==> src/rtl/bcd_scan_controller.sv <==
// Binary-to-BCD conversion with a multiplexed four-digit 7-segment scan.
// Optional leading-zero blanking: define BCD_LEADING_ZERO_BLANK_EN.
module bcd_scan_controller #(
   parameter int unsigned SCAN_DIV = 50000
) (
   input  logic        clk,
   input  logic        rst,
   input  logic [13:0] value,
   input  logic        start,
   input  logic        en,
   output logic        busy,
   output logic        done,
   output logic        ovf,
   output logic [3:0]  anode,
   output logic [3:0]  digit,
   output logic        blank
);

   localparam int CW = $clog2(SCAN_DIV);

   typedef enum logic [1:0] {IDLE, CONV, COMMIT} state_t;

   state_t           state, state_n;
   logic [13:0]      shift_q;
   logic [13:0]      latch_q;
   logic [15:0]      scratch_q;
   logic [15:0]      adj;
   logic [3:0]       iter_q;
   logic [3:0][3:0]  disp_q;
   logic [CW-1:0]    scnt_q;
   logic [1:0]       sel_q, sel_n;
   logic             wrap;
   logic [3:0]       onehot_q;

   always_ff @(posedge clk or posedge rst) begin
      if (rst) state <= IDLE;
      else     state <= state_n;
   end

   always_comb begin
      state_n = state;
      unique case (state)
         IDLE:    if (start) state_n = CONV;
         CONV:    if (iter_q == 4'd0) state_n = COMMIT;
         COMMIT:  state_n = IDLE;
         default: state_n = IDLE;
      endcase
   end

   assign busy = (state != IDLE);

   always_comb begin
      adj = scratch_q;
      for (int k = 0; k < 4; k++)
         if (scratch_q[4*k +: 4] >= 4'd5)
            adj[4*k +: 4] = scratch_q[4*k +: 4] + 4'd3;
   end

   always_ff @(posedge clk or posedge rst) begin
      if (rst) begin
         shift_q   <= '0;
         latch_q   <= '0;
         scratch_q <= '0;
         iter_q    <= '0;
      end else begin
         unique case (state)
            IDLE: if (start) begin
               shift_q   <= value;
               latch_q   <= value;
               scratch_q <= '0;
               iter_q    <= 4'd13;
            end
            CONV: begin
               {scratch_q, shift_q} <= {adj[14:0], shift_q, 1'b0};
               iter_q <= iter_q - 4'd1;
            end
            default: ;
         endcase
      end
   end

   // Displayed digits only move on commit, so the scan never sees partials.
   always_ff @(posedge clk or posedge rst) begin
      if (rst) begin
         disp_q <= '0;
         ovf    <= 1'b0;
         done   <= 1'b0;
      end else begin
         done <= (state == COMMIT);
         if (state == COMMIT) begin
            if (latch_q > 14'd9999) begin
               disp_q <= 16'h9999;
               ovf    <= 1'b1;
            end else begin
               disp_q <= scratch_q;
               ovf    <= 1'b0;
            end
         end
      end
   end

   assign wrap  = (scnt_q == CW'(SCAN_DIV - 1));
   assign sel_n = wrap ? sel_q + 2'd1 : sel_q;

   always_ff @(posedge clk or posedge rst) begin
      if (rst) begin
         scnt_q   <= '0;
         sel_q    <= '0;
         onehot_q <= 4'b0001;
         digit    <= '0;
      end else begin
         scnt_q   <= wrap ? '0 : scnt_q + CW'(1);
         sel_q    <= sel_n;
         onehot_q <= 4'b0001 << sel_n;
         digit    <= disp_q[sel_n];
      end
   end

   assign anode = en ? ~onehot_q : 4'b1111;

`ifdef BCD_LEADING_ZERO_BLANK_EN
   logic lead_zero;

   always_comb begin
      lead_zero = 1'b0;
      unique case (sel_n)
         2'd1:    lead_zero = (disp_q[3:1] == '0);
         2'd2:    lead_zero = (disp_q[3:2] == '0);
         2'd3:    lead_zero = (disp_q[3] == '0);
         default: lead_zero = 1'b0;
      endcase
   end

   always_ff @(posedge clk or posedge rst) begin
      if (rst) blank <= 1'b0;
      else     blank <= lead_zero;
   end
`else
   assign blank = 1'b0;
`endif

endmodule

==> config.mk <==
export PLATFORM = sky130hd
export DESIGN_NAME = bcd_scan_controller
export DESIGN_NICKNAME = d
export VERILOG_FILES = /design/src/rtl/bcd_scan_controller.sv
export SDC_FILE = /design/constraint.sdc
export NUM_CORES = 1
export LEC_CHECK = 0
export ABC_AREA = 1
export CAP_MARGIN = 20
export CORE_UTILIZATION = 40
export CTS_BUF_LIST = sky130_fd_sc_hd__clkbuf_4 sky130_fd_sc_hd__clkbuf_8 sky130_fd_sc_hd__clkbuf_16
export DETAILED_ROUTE_END_ITERATION = 10
export GPL_ROUTABILITY_DRIVEN = 0
export GPL_TIMING_DRIVEN = 0
export SETUP_SLACK_MARGIN = 0.3
export SLEW_MARGIN = 0
export SYNTH_ARGS = -nofsm -noshare
export SYNTH_HDL_FRONTEND = slang
export SYNTH_SLANG_ARGS = --single-unit
==> constraint.sdc <==
create_clock -name clk -period 6.5 [get_ports clk]
set_clock_uncertainty 0.2 [all_clocks]
set_input_delay 0.975 -clock clk [delete_from_list [all_inputs] [get_ports clk]]
set_output_delay 0.975 -clock clk [all_outputs]
set_load 0.1 [all_outputs]
### Word level (Yosys, flattened, before mapping)

Index checks and enable logic that the tools add are counted.
Widths: inputs -> output; s select.

* register bits: 94
* bits in latches: 0
* bits in writable memories: 0
* ROM bits: 0
* output and inout bits: 12
* memories kept: 0

* add/sub/neg operators: 7
* multipliers: 0
* div/mod/pow operators: 0
* magnitude comparators: 6
* eq/ne operators: 5
* shift-type cells: 1
* muxes and demuxes: 20
* bitwise gates (word level): 1
* reduce and logical (&&, ||, !) cells: 7

Operators by type and width (count)
* $mux 16: 3
* $pmux 16 s2: 1
* $pmux 14 s2: 1
* $mux 4: 6
* $add 16x1->16 const B: 1
* $eq 16x16->1 const B: 1
* $ge 4x3->1 const B: 4
* $gt 14x14->1 const B: 1
* $mux 14: 1
* $add 4x2->4 const B: 3
* $bmux 4 s2: 1
* $pmux 4 s2: 1
* $mux 2: 3
* $reduce_and 2->1: 3
* $logic_not 4->1: 1
* $ne 2x2->1 const B: 2
* $not 4->4: 1
* $pmux 2 s2: 1
* $reduce_bool 2->1: 2
* $shl 1x2->4 const A: 1
* $sub 4x1->4 const B: 1
* $add 3x2->3 const B: 1
* $lt 2x3->1 const B: 1
* $mux 3: 1
* 5 further kinds: 5

### Depth between registers and ports, before layout

Gate-level depths: netlist of run 1.

* word-level depth: 4
* gate-level depth with buffers: 11
* mapped depth without buffers: 10

### Worst setup path before layout of run 1

No wires, ideal clock.

* path kind: input -> output
* start point: input en
* end point: output anode[2]
* arrival: 1.612 ns
* data required time: 5.325 ns
* setup slack: 3.713 ns
* stages on the path: 1
* buffers on the path: 0
* cell sequence: nand2_1

* cells in the longest elaborated chain, start to end: 1

RTL lines
* start: declaration: RTL line 10 `input logic en,`
* $mux 4: RTL line 119 `assign anode = en ? ~onehot_q : 4'b1111;`
* end: declaration: RTL line 14 `output logic [3:0] anode,`

Every way passes these cells.

### Worst setup path after layout of run 1

Ends and elaborated chain as after synthesis.

==> metrics, run 1 <==
Mapped Nets=534; die height=105 µm; vias in the first global route=3,165; DR vias/cell=roughly 4.8; GR Util met1=21.9%; slowest CP cell=clkdlybuf4s50_1; CTS Buf Count=9; clk root buf=clkbuf_8; CTS tree=yes; Final Setup Violations=0; overall global routing resource usage=16.4%; Mapped Avg Cell Area=8.37 µm²; post-route minimum period=3.83 ns; Row Count=37; clk buf depth=2; die area=11,000 µm²; worst-margin pin slew=0.975 ns; leading area contributor after synthesis=dfrtp_1; arrival time of the worst setup path=2.66 ns; FF+latch count, synth=90; largest net degree at the start of global routing=57; leakage power=2.41 nW; DRC=0; power after layout=2.07 mW; final period utilization=58.9%; RSZ-0062 raised after global routing=false; Clock Sinks=90; GR Util met2=26.7%; Synth cell types=31; Synth Warn #=0; Seq/Total Area, Yosys=between 50% and 60%; grt total ovfl=0; first-pass GRT wire length=14,600 µm; Detailed Route Iter0 Violations=roughly 190; Final Hold Viols=0; Yosys top cell area share=~53%; Mapped Cells=506; count of cells along the worst hold path=1; CTS Hold Buffers Added=0; via count=3,264; layout cell share with drive strength beyond 1=8.17%; Power Dens Cells=about 420 nW/µm²; H-tree depth=3; critical path class=in2out; router iterations before antenna repair=4; Post-Layout Inst Area=4920 µm²; fin cells=687; Avg WL per Cell=11.9 µm; HP Class=reg2reg; top cells by area, synth=dfrtp_1 53%, nand2_1 11%, o21ai_0 6.5%; max-cap violations=0; Cell Chain, Critical Path=clkdlybuf4s50_1 -> nand2_1 -> clkdlybuf4s50_1; clk slew on worst S/H paths=0.09 ns; overall routed net length=8150 µm; GR peak layer=met2; Critical Path Start Type=input pin; cells on worst reg2reg path=9; Max Clock Freq=261 MHz; Die W=105 µm; Skew-Pair Late Insertion Delay=0.36 ns; initial antenna violation count=0; core region area=between 10,000 and 15,000 µm²; worst endpoint required time=5.32 ns; critical path endpoint category=output pin; CTS resizes=0; Nets=between 500 and 600; GRT met3 Usage=roughly 2.4%; Setup TNS=0 ns; worst-path fanout max=4; Starting Density=41.2%; Slew HR=34.8%; detailed placement HPWL=5880 µm; post-layout util=between 40% and 50%; Area growth syn-to-layout=16.3%; Post-Place Cells=671; diode count=0; I/O Pins=30; Post-CTS Setup Inserts=0; cell area after placement=roughly 4700 µm²; final slew viol count=0; Mapped Area=4230 µm²; Routed Antenna Nets=0; outcome=complete, no violations; slowest cell delay on critical path=1.12 ns; I/O Buffers=28; VDD IR max=0.000207 V; most frequent CP cell=clkdlybuf4s50_1
where the power goes:
group / internal [mW] / leakage (nW) / total, mW / switching (mW)
registers: 0.756 / 1.14 / 0.868 / 0.112
logic: 0.261 / 1.16 / 0.793 / 0.532
clock network: 0.201 / 0.106 / 0.404 / 0.203
metrics by stage:
step	hold slack [ns]	setup WS, ns
2_1_floorplan	0.233	2.99
3_3_place_gp	0.245	1.52
3_5_place_dp	0.257	2.66
4_1_cts	0.269	2.66
5_1_grt	0.293	2.62
6_report	0.263	2.67
synth_stat cells:
| cell | n |
|---|---|
| nor3_1 | 4 |
| buf_4 | 1 |
| nor2_1 | 33 |
| ha_1 | 10 |
| xor2_1 | 9 |
| buf_2 | 4 |
| nand2_4 | 2 |
| clkbuf_1 | 6 |
| o211ai_1 | 2 |
| o22ai_1 | 4 |
| a21oi_1 | 16 |
| clkinv_1 | 1 |
| buf_8 | 1 |
| a31oi_1 | 1 |
| nor2_2 | 6 |
| or2_2 | 2 |
| inv_2 | 5 |
| nand3_1 | 47 |
| inv_1 | 65 |
| dfstp_2 | 1 |
| o21ai_1 | 2 |
| conb_1 | 1 |
| dfrtp_1 | 89 |
| o21ai_0 | 55 |
| nand3_4 | 1 |
| nand4_1 | 3 |
| nor2_4 | 2 |
| nand3_2 | 1 |
| nand2_1 | 129 |
| xnor2_1 | 2 |
| nand2_2 | 1 |
critical path, delay by kind of cell:
| family | cells | cell delay (ns) |
|---|---|---|
| AND/OR/NAND/NOR | 1 | 0.10 |
| buffers and inverters | 2 | 1.58 |
metal layers:
layer	vias to the layer above	share of wire, %
met3	14	3.2
met2	49	47
met5	-	0
li1	1685	-
met4	0	1.6
met1	1516	49
kinds of logic (layout without fill, tap and decap cells):
logic type                 count (synthesis)  after routing  share of synthesized area (%)
AOI/OAI and AO/OA                         80             80                           9.72
xor gates and xnor gates                  11             11                           2.28
adders and majority gates                 10             10                           2.96
buffers and inverters                     83            128                           7.83
DFF                                       90             90                           53.2
other                                      1              1                         0.0886
and+or+nand+nor                          231            231                           23.9
cell type report:
| cell class | count | area, µm² |
|---|---|---|
| Multi-Input combinational cell | 333 | 1650 |
| Clock buffer | 11 | 151 |
| Tap cell | 136 | 170 |
| Fill cell | 1029 | 5350 |
| Sequential cell | 90 | 2250 |
| Inverter | 71 | 269 |
| Timing Repair Buffer | 29 | 308 |
| Buffer | 12 | 65.1 |
| Clock inverter | 5 | 60.1 |
final timing paths:
check                               startpoint                      to  slack [ns]
max                                         en                anode[2]        2.67
min                        scnt_q[0]$_DFF_PP0_     scnt_q[0]$_DFF_PP0_        0.26
max reg2reg                scnt_q[0]$_DFF_PP0_      digit[1]$_DFF_PP0_        4.64
min reg2reg                scnt_q[0]$_DFF_PP0_     scnt_q[0]$_DFF_PP0_        0.26
max in group asynchronous                  rst   onehot_q[0]$_DFF_PP1_        4.64
min in group asynchronous                  rst  shift_q[3]$_DFFE_PP0P_        0.79
sequential cells by signal, indices dropped and copies added (netlist names):
name and cells:
iter_q 4, digit 4, scratch_q 16, onehot_q 4
state 2, shift_q 14, scnt_q 16, latch_q 10
sel_q 2, done 1, ovf 1, disp_q 16
cell usage in the layout, fill, tap and decap left out, types with 3 or more instances in the layout:
master	netlist	final
nand2_1	129	129
dfrtp_1	89	89
inv_1	65	64
o21ai_0	55	55
nand3_1	47	47
nor2_1	33	33
clkdlybuf4s50_1	0	28
a21oi_1	16	16
clkbuf_8	0	11
ha_1	10	10
xor2_1	9	9
nor2_2	6	6
clkbuf_1	6	6
inv_2	5	5
buf_2	4	4
nor3_1	4	4
o22ai_1	4	4
nand4_1	3	3
Power figures use the tool's default switching activity.
==> run 2: changes to the inputs <==
==> constraint.sdc (replaced) <==
create_clock -name clk -period 3.4 [get_ports clk]
set_clock_uncertainty 0.2 [all_clocks]
set_input_delay 0.51 -clock clk [delete_from_list [all_inputs] [get_ports clk]]
set_output_delay 0.51 -clock clk [all_outputs]
set_load 0.1 [all_outputs]
==> results of run 2 <==
Same layout as run 1 (identical final DEF). Status: complete, no violations.
Main changes from that run: setup slack after placement 2.66 ns -> 0.489 ns; setup slack after layout 2.67 ns -> 0.499 ns; register-to-register setup slack 4.64 ns -> 1.54 ns; total power 2.07 mW -> 3.95 mW; worst IR drop on VDD 0.000207 V -> 0.000396 V
==> run 3: changes to the inputs <==
--- a/config.mk
+++ b/config.mk
@@ -6,7 +6,6 @@
 export NUM_CORES = 1
 export LEC_CHECK = 0
 export ABC_AREA = 1
-export CAP_MARGIN = 20
 export CORE_UTILIZATION = 40
 export CTS_BUF_LIST = sky130_fd_sc_hd__clkbuf_4 sky130_fd_sc_hd__clkbuf_8 sky130_fd_sc_hd__clkbuf_16
 export DETAILED_ROUTE_END_ITERATION = 10
==> results of run 3 <==
Same layout as run 1 (identical final DEF). Status: complete, no violations.
Main changes from that run: setup slack after placement 2.66 ns -> 0.489 ns; setup slack after layout 2.67 ns -> 0.499 ns; register-to-register setup slack 4.64 ns -> 1.54 ns; total power 2.07 mW -> 3.95 mW; worst IR drop on VDD 0.000207 V -> 0.000396 V
